$ cat src/rtl/mux2.sv
// Two-input WIDTH-bit datapath selector with combinational parity and an optional
// clocked select monitor, built only when MUX2_MONITOR_EN is defined.
module mux2 #(
    parameter int WIDTH = 8,
    parameter int CNT_W = 16
) (
    input  logic [WIDTH-1:0] d0,
    input  logic [WIDTH-1:0] d1,
    input  logic             s,
    output logic [WIDTH-1:0] y,
    input  logic             clk,
    input  logic             reset,
    output logic             y_par,
    output logic             sel_q,
    output logic [CNT_W-1:0] switch_cnt
);

    // ?: keeps agreeing bits and drives X on differing bits when s is unknown.
    assign y     = s ? d1 : d0;
    assign y_par = ^y;

`ifdef MUX2_MONITOR_EN
    always_ff @(posedge clk) begin
        if (reset) begin
            sel_q      <= 1'b0;
            switch_cnt <= '0;
        end else begin
            sel_q <= s;
            // Saturate at all-ones rather than wrapping back to zero.
            if ((s != sel_q) && (switch_cnt != {CNT_W{1'b1}})) begin
                switch_cnt <= switch_cnt + 1'b1;
            end
        end
    end
`else
    logic unused_monitor_inputs;

    assign unused_monitor_inputs = clk ^ reset;
    assign sel_q                 = 1'b0;
    assign switch_cnt            = '0;
`endif

endmodule

$ cat config.mk
export PLATFORM = sky130hd
export DESIGN_NAME = mux2
export DESIGN_NICKNAME = d
export VERILOG_FILES = /design/src/rtl/mux2.sv
export SDC_FILE = /design/constraint.sdc
export NUM_CORES = 1
export LEC_CHECK = 0
export BUFFER_PORTS_ARGS = -buffer_cell sky130_fd_sc_hd__buf_2
export CAP_MARGIN = 20
export CORE_AREA = 2 2 39 41
export DETAILED_ROUTE_END_ITERATION = 6
export DIE_AREA = 0 0 41 43
export PLACE_DENSITY = 0.67
export SLEW_MARGIN = 20
export SYNTH_ARGS = -nofsm -noshare
export SYNTH_HDL_FRONTEND = slang
export SYNTH_SLANG_ARGS = --single-unit
export TNS_END_PERCENT = 100
$ cat constraint.sdc
create_clock -name vclk -period 2.1
set_clock_uncertainty 0.2 [all_clocks]
set_input_delay 0.315 -clock vclk [all_inputs]
set_output_delay 0.315 -clock vclk [all_outputs]
set_load 0.05 [all_outputs]
Yosys cells after proc, flatten, opt, wreduce, memory -nomap -nowiden --
Cells that the tools add are included.
Storage, ports and cells: logic and storage cells 2, input port bits 19, register bits 0, output and inout port bits 26
Cells by class: muxes and demuxes 1, reduce and logical (&&, ||, !) cells 1
Operators with widths (count):
- two-way mux 8 bit | 1
- parity 8 bit | 1

Longest topological paths before layout --
depth in word-level cells 2, mapped depth 4

Least setup slack after synthesis --
No wires, ideal clock.
path kind input-to-output, start input s, end output y_par, path buffers 1, stages 4, arrival 1650 ps, path slack -65 ps, cells stage by stage buf_6 > mux2_2 > xor2_1 > xnor3_1
Between the ends: longest elaborated chain between the ends 2
Ends and longest elaborated chain:
- start, declared | RTL line 9 | input logic s,
- two-way mux 8 bit | RTL line 19 | assign y = s ? d1 : d0;
- named net y[3] | RTL line 10 | output logic [WIDTH-1:0] y,
- parity 8 bit | RTL line 20 | assign y_par = ^y;
- end, declared | RTL line 13 | output logic y_par,
The timed path passes the listed nets, and every way through them passes these cells.

Worst setup path after layout --
start input s, end output y_par
Between the ends: longest elaborated chain between the ends 2
Ends and longest elaborated chain (RTL line):
- two-way mux 8 bit | 19
- parity 8 bit | 20
No other way between the ends.

==> impl_metrics.env <==
export IMPL_maxCapViolations=0
export IMPL_drt_iter0_markers=1
export IMPL_finalSetupViolCount=0
export IMPL_peakVddDrop_uv=182
export IMPL_final_nets=84
export IMPL_drc=0
export IMPL_post_dp_hpwl_um=574
export IMPL_yosysTopAreaCellShare=0.363
export IMPL_final_util=0.324
export IMPL_drtAntennaViolNets=0
export IMPL_hold_end="y[6]"
export IMPL_start_kind="primary input"
export IMPL_hold_depth=3
export IMPL_slew_viol_final=0
export IMPL_required_ps=1580
export IMPL_die_area_um2=1760
export IMPL_start_util=0.254
export IMPL_die_h_um=43
export IMPL_finalHoldViolCount=0
export IMPL_coreArea_um2=1380
export IMPL_hold_start="d1[6]"
export IMPL_p_total_mw=0.273
export IMPL_routed_wl_um=606
export IMPL_min_path_type="in2out"
export IMPL_syn_to_final_growth_pct=27.4
export IMPL_dpl_instance_area_um2=439
export IMPL_critPathArrivalTime_ps=1500
export IMPL_run_status="completed"
export IMPL_max_freq_mhz=496
export IMPL_syn_avg_cell_area_um2=9.50
export IMPL_regArea_um2=0
export IMPL_drt_pre_antenna_iters=3
export IMPL_synthTopCellsByArea="buf_4 36%, mux2_2 19%, xor2_1 12%"
export IMPL_worstSetupPathType="in2out"
export IMPL_postSynthCellCount=37
export IMPL_rows=14
export IMPL_setup_tns_ps=0
export IMPL_fin_area_um2=448
export IMPL_antenna_found_initial=0
export IMPL_diodes=0
export IMPL_nFillCells=160
export IMPL_rsz0062_at_grt="no"
export IMPL_clock_buffers=0
export IMPL_crit_fanout=8
export IMPL_end_kind="output port"
export IMPL_die_w_um=41
export IMPL_place_worst_setup_slack_ps=-20.9
export IMPL_viasPerCell=3.61
export IMPL_ys_warn_count=0
export IMPL_io_buffers=26
export IMPL_avgRoutedWirePerCell_um=7.67
export IMPL_synth_cell_types=10
export IMPL_grt_pass1_vias=241
export IMPL_power_density_nw_per_um2=610
export IMPL_gr_total_overflow=0
export IMPL_fin_crit_ps=2010
export IMPL_fin_ws_ps=85.8
export IMPL_grt_pass1_wl_um=903
export IMPL_track_usage=0.0680
export IMPL_netlist_area_um2=352
export IMPL_gp_congestion=0.648
export IMPL_vias=285
export IMPL_cts_setup_buffers=0
export IMPL_leakage_nw=0.266
export IMPL_yosys_area_top_type="buf_4"
export IMPL_cts_hold_buf=0
export IMPL_io_pins=45
export IMPL_final_period_utilization=0.959
export IMPL_seq_cells=0
export IMPL_grt_max_degree=9
export IMPL_drive_gt1_frac=0.603
export IMPL_synth_seq_area_share=0
-- worst max-delay path by stage --
stage	start	to	slack, ps	cells past startpoint
floorplan	s	y_par	40	4
global placement	s	y_par	-20	5
detailed placement	s	y_par	-20	5
CTS	s	y_par	40	5
global route	d1[5]	y_par	10	6
finish	s	y_par	90	5
-- report_power, final --
group,total (mW),internal (mW),switching [mW]
registers,0,0,0
clock network,0,0,0
logic,0.273,0.0865,0.187
-- routing by layer --
| layer | share of wire | track usage | up-vias | wire (um) |
|---|---|---|---|---|
| li1 | - | - | 138 | - |
| met1 | 0.30 | 0.0698 | 134 | 183 |
| met2 | 0.62 | 0.144 | 13 | 377 |
| met3 | 0.074 | 0 | 0 | 45 |
| met4 | 0 | 0 | 0 | 0 |
| met5 | 0 | 0 | - | 0 |
-- layout make-up --
class	count	area, um^2	share of cell area
multi-input combinational	35	274	0.612
timing repair buffer	28	154	0.344
tap	16	20.0	0.0447
-- per-stage QoR --
step           hold WS, ps  instances
2_1_floorplan          669         53
3_3_place_gp           901         79
3_5_place_dp           906         79
4_1_cts                907         79
5_1_grt                922         79
6_report               905         79
-- cells in the final DEF (no fill, tap or decap) --
master and count:
buf_2 24, buf_4 3, buf_6 1, conb_1 17
mux2_2 6, mux2_4 2, mux2i_1 2, xnor2_1 1
xnor3_2 1, xor2_1 5, xor2_2 1
-- worst max-delay path: stages --
cell,delay (ps)
buf_4,150
mux2_4,330
xor2_2,180
xnor3_2,360
buf_6,160
-- repair_timing --
action                                  CTS  global route
cloned                                    0             0
gates resized for setup                   1             3
endpoints found under the setup margin    1             1
pin swaps                                 0             0
-- Yosys cell counts --
cell type	instances
buf_4	17
buf_6	1
conb_1	1
mux2_2	6
mux2_4	2
mux2i_1	2
xnor2_1	1
xnor3_1	1
xor2_1	5
xor2_2	1
-- logic make-up (layout without fill, tap and decap cells) --
group,count (synthesis),in the layout,synth area share
xor gates and xnor gates,8,8,0.260
other,1,17,0.0107
muxes,10,10,0.335
buffers and inverters,18,28,0.395
(Power assumes the default switching activity.)
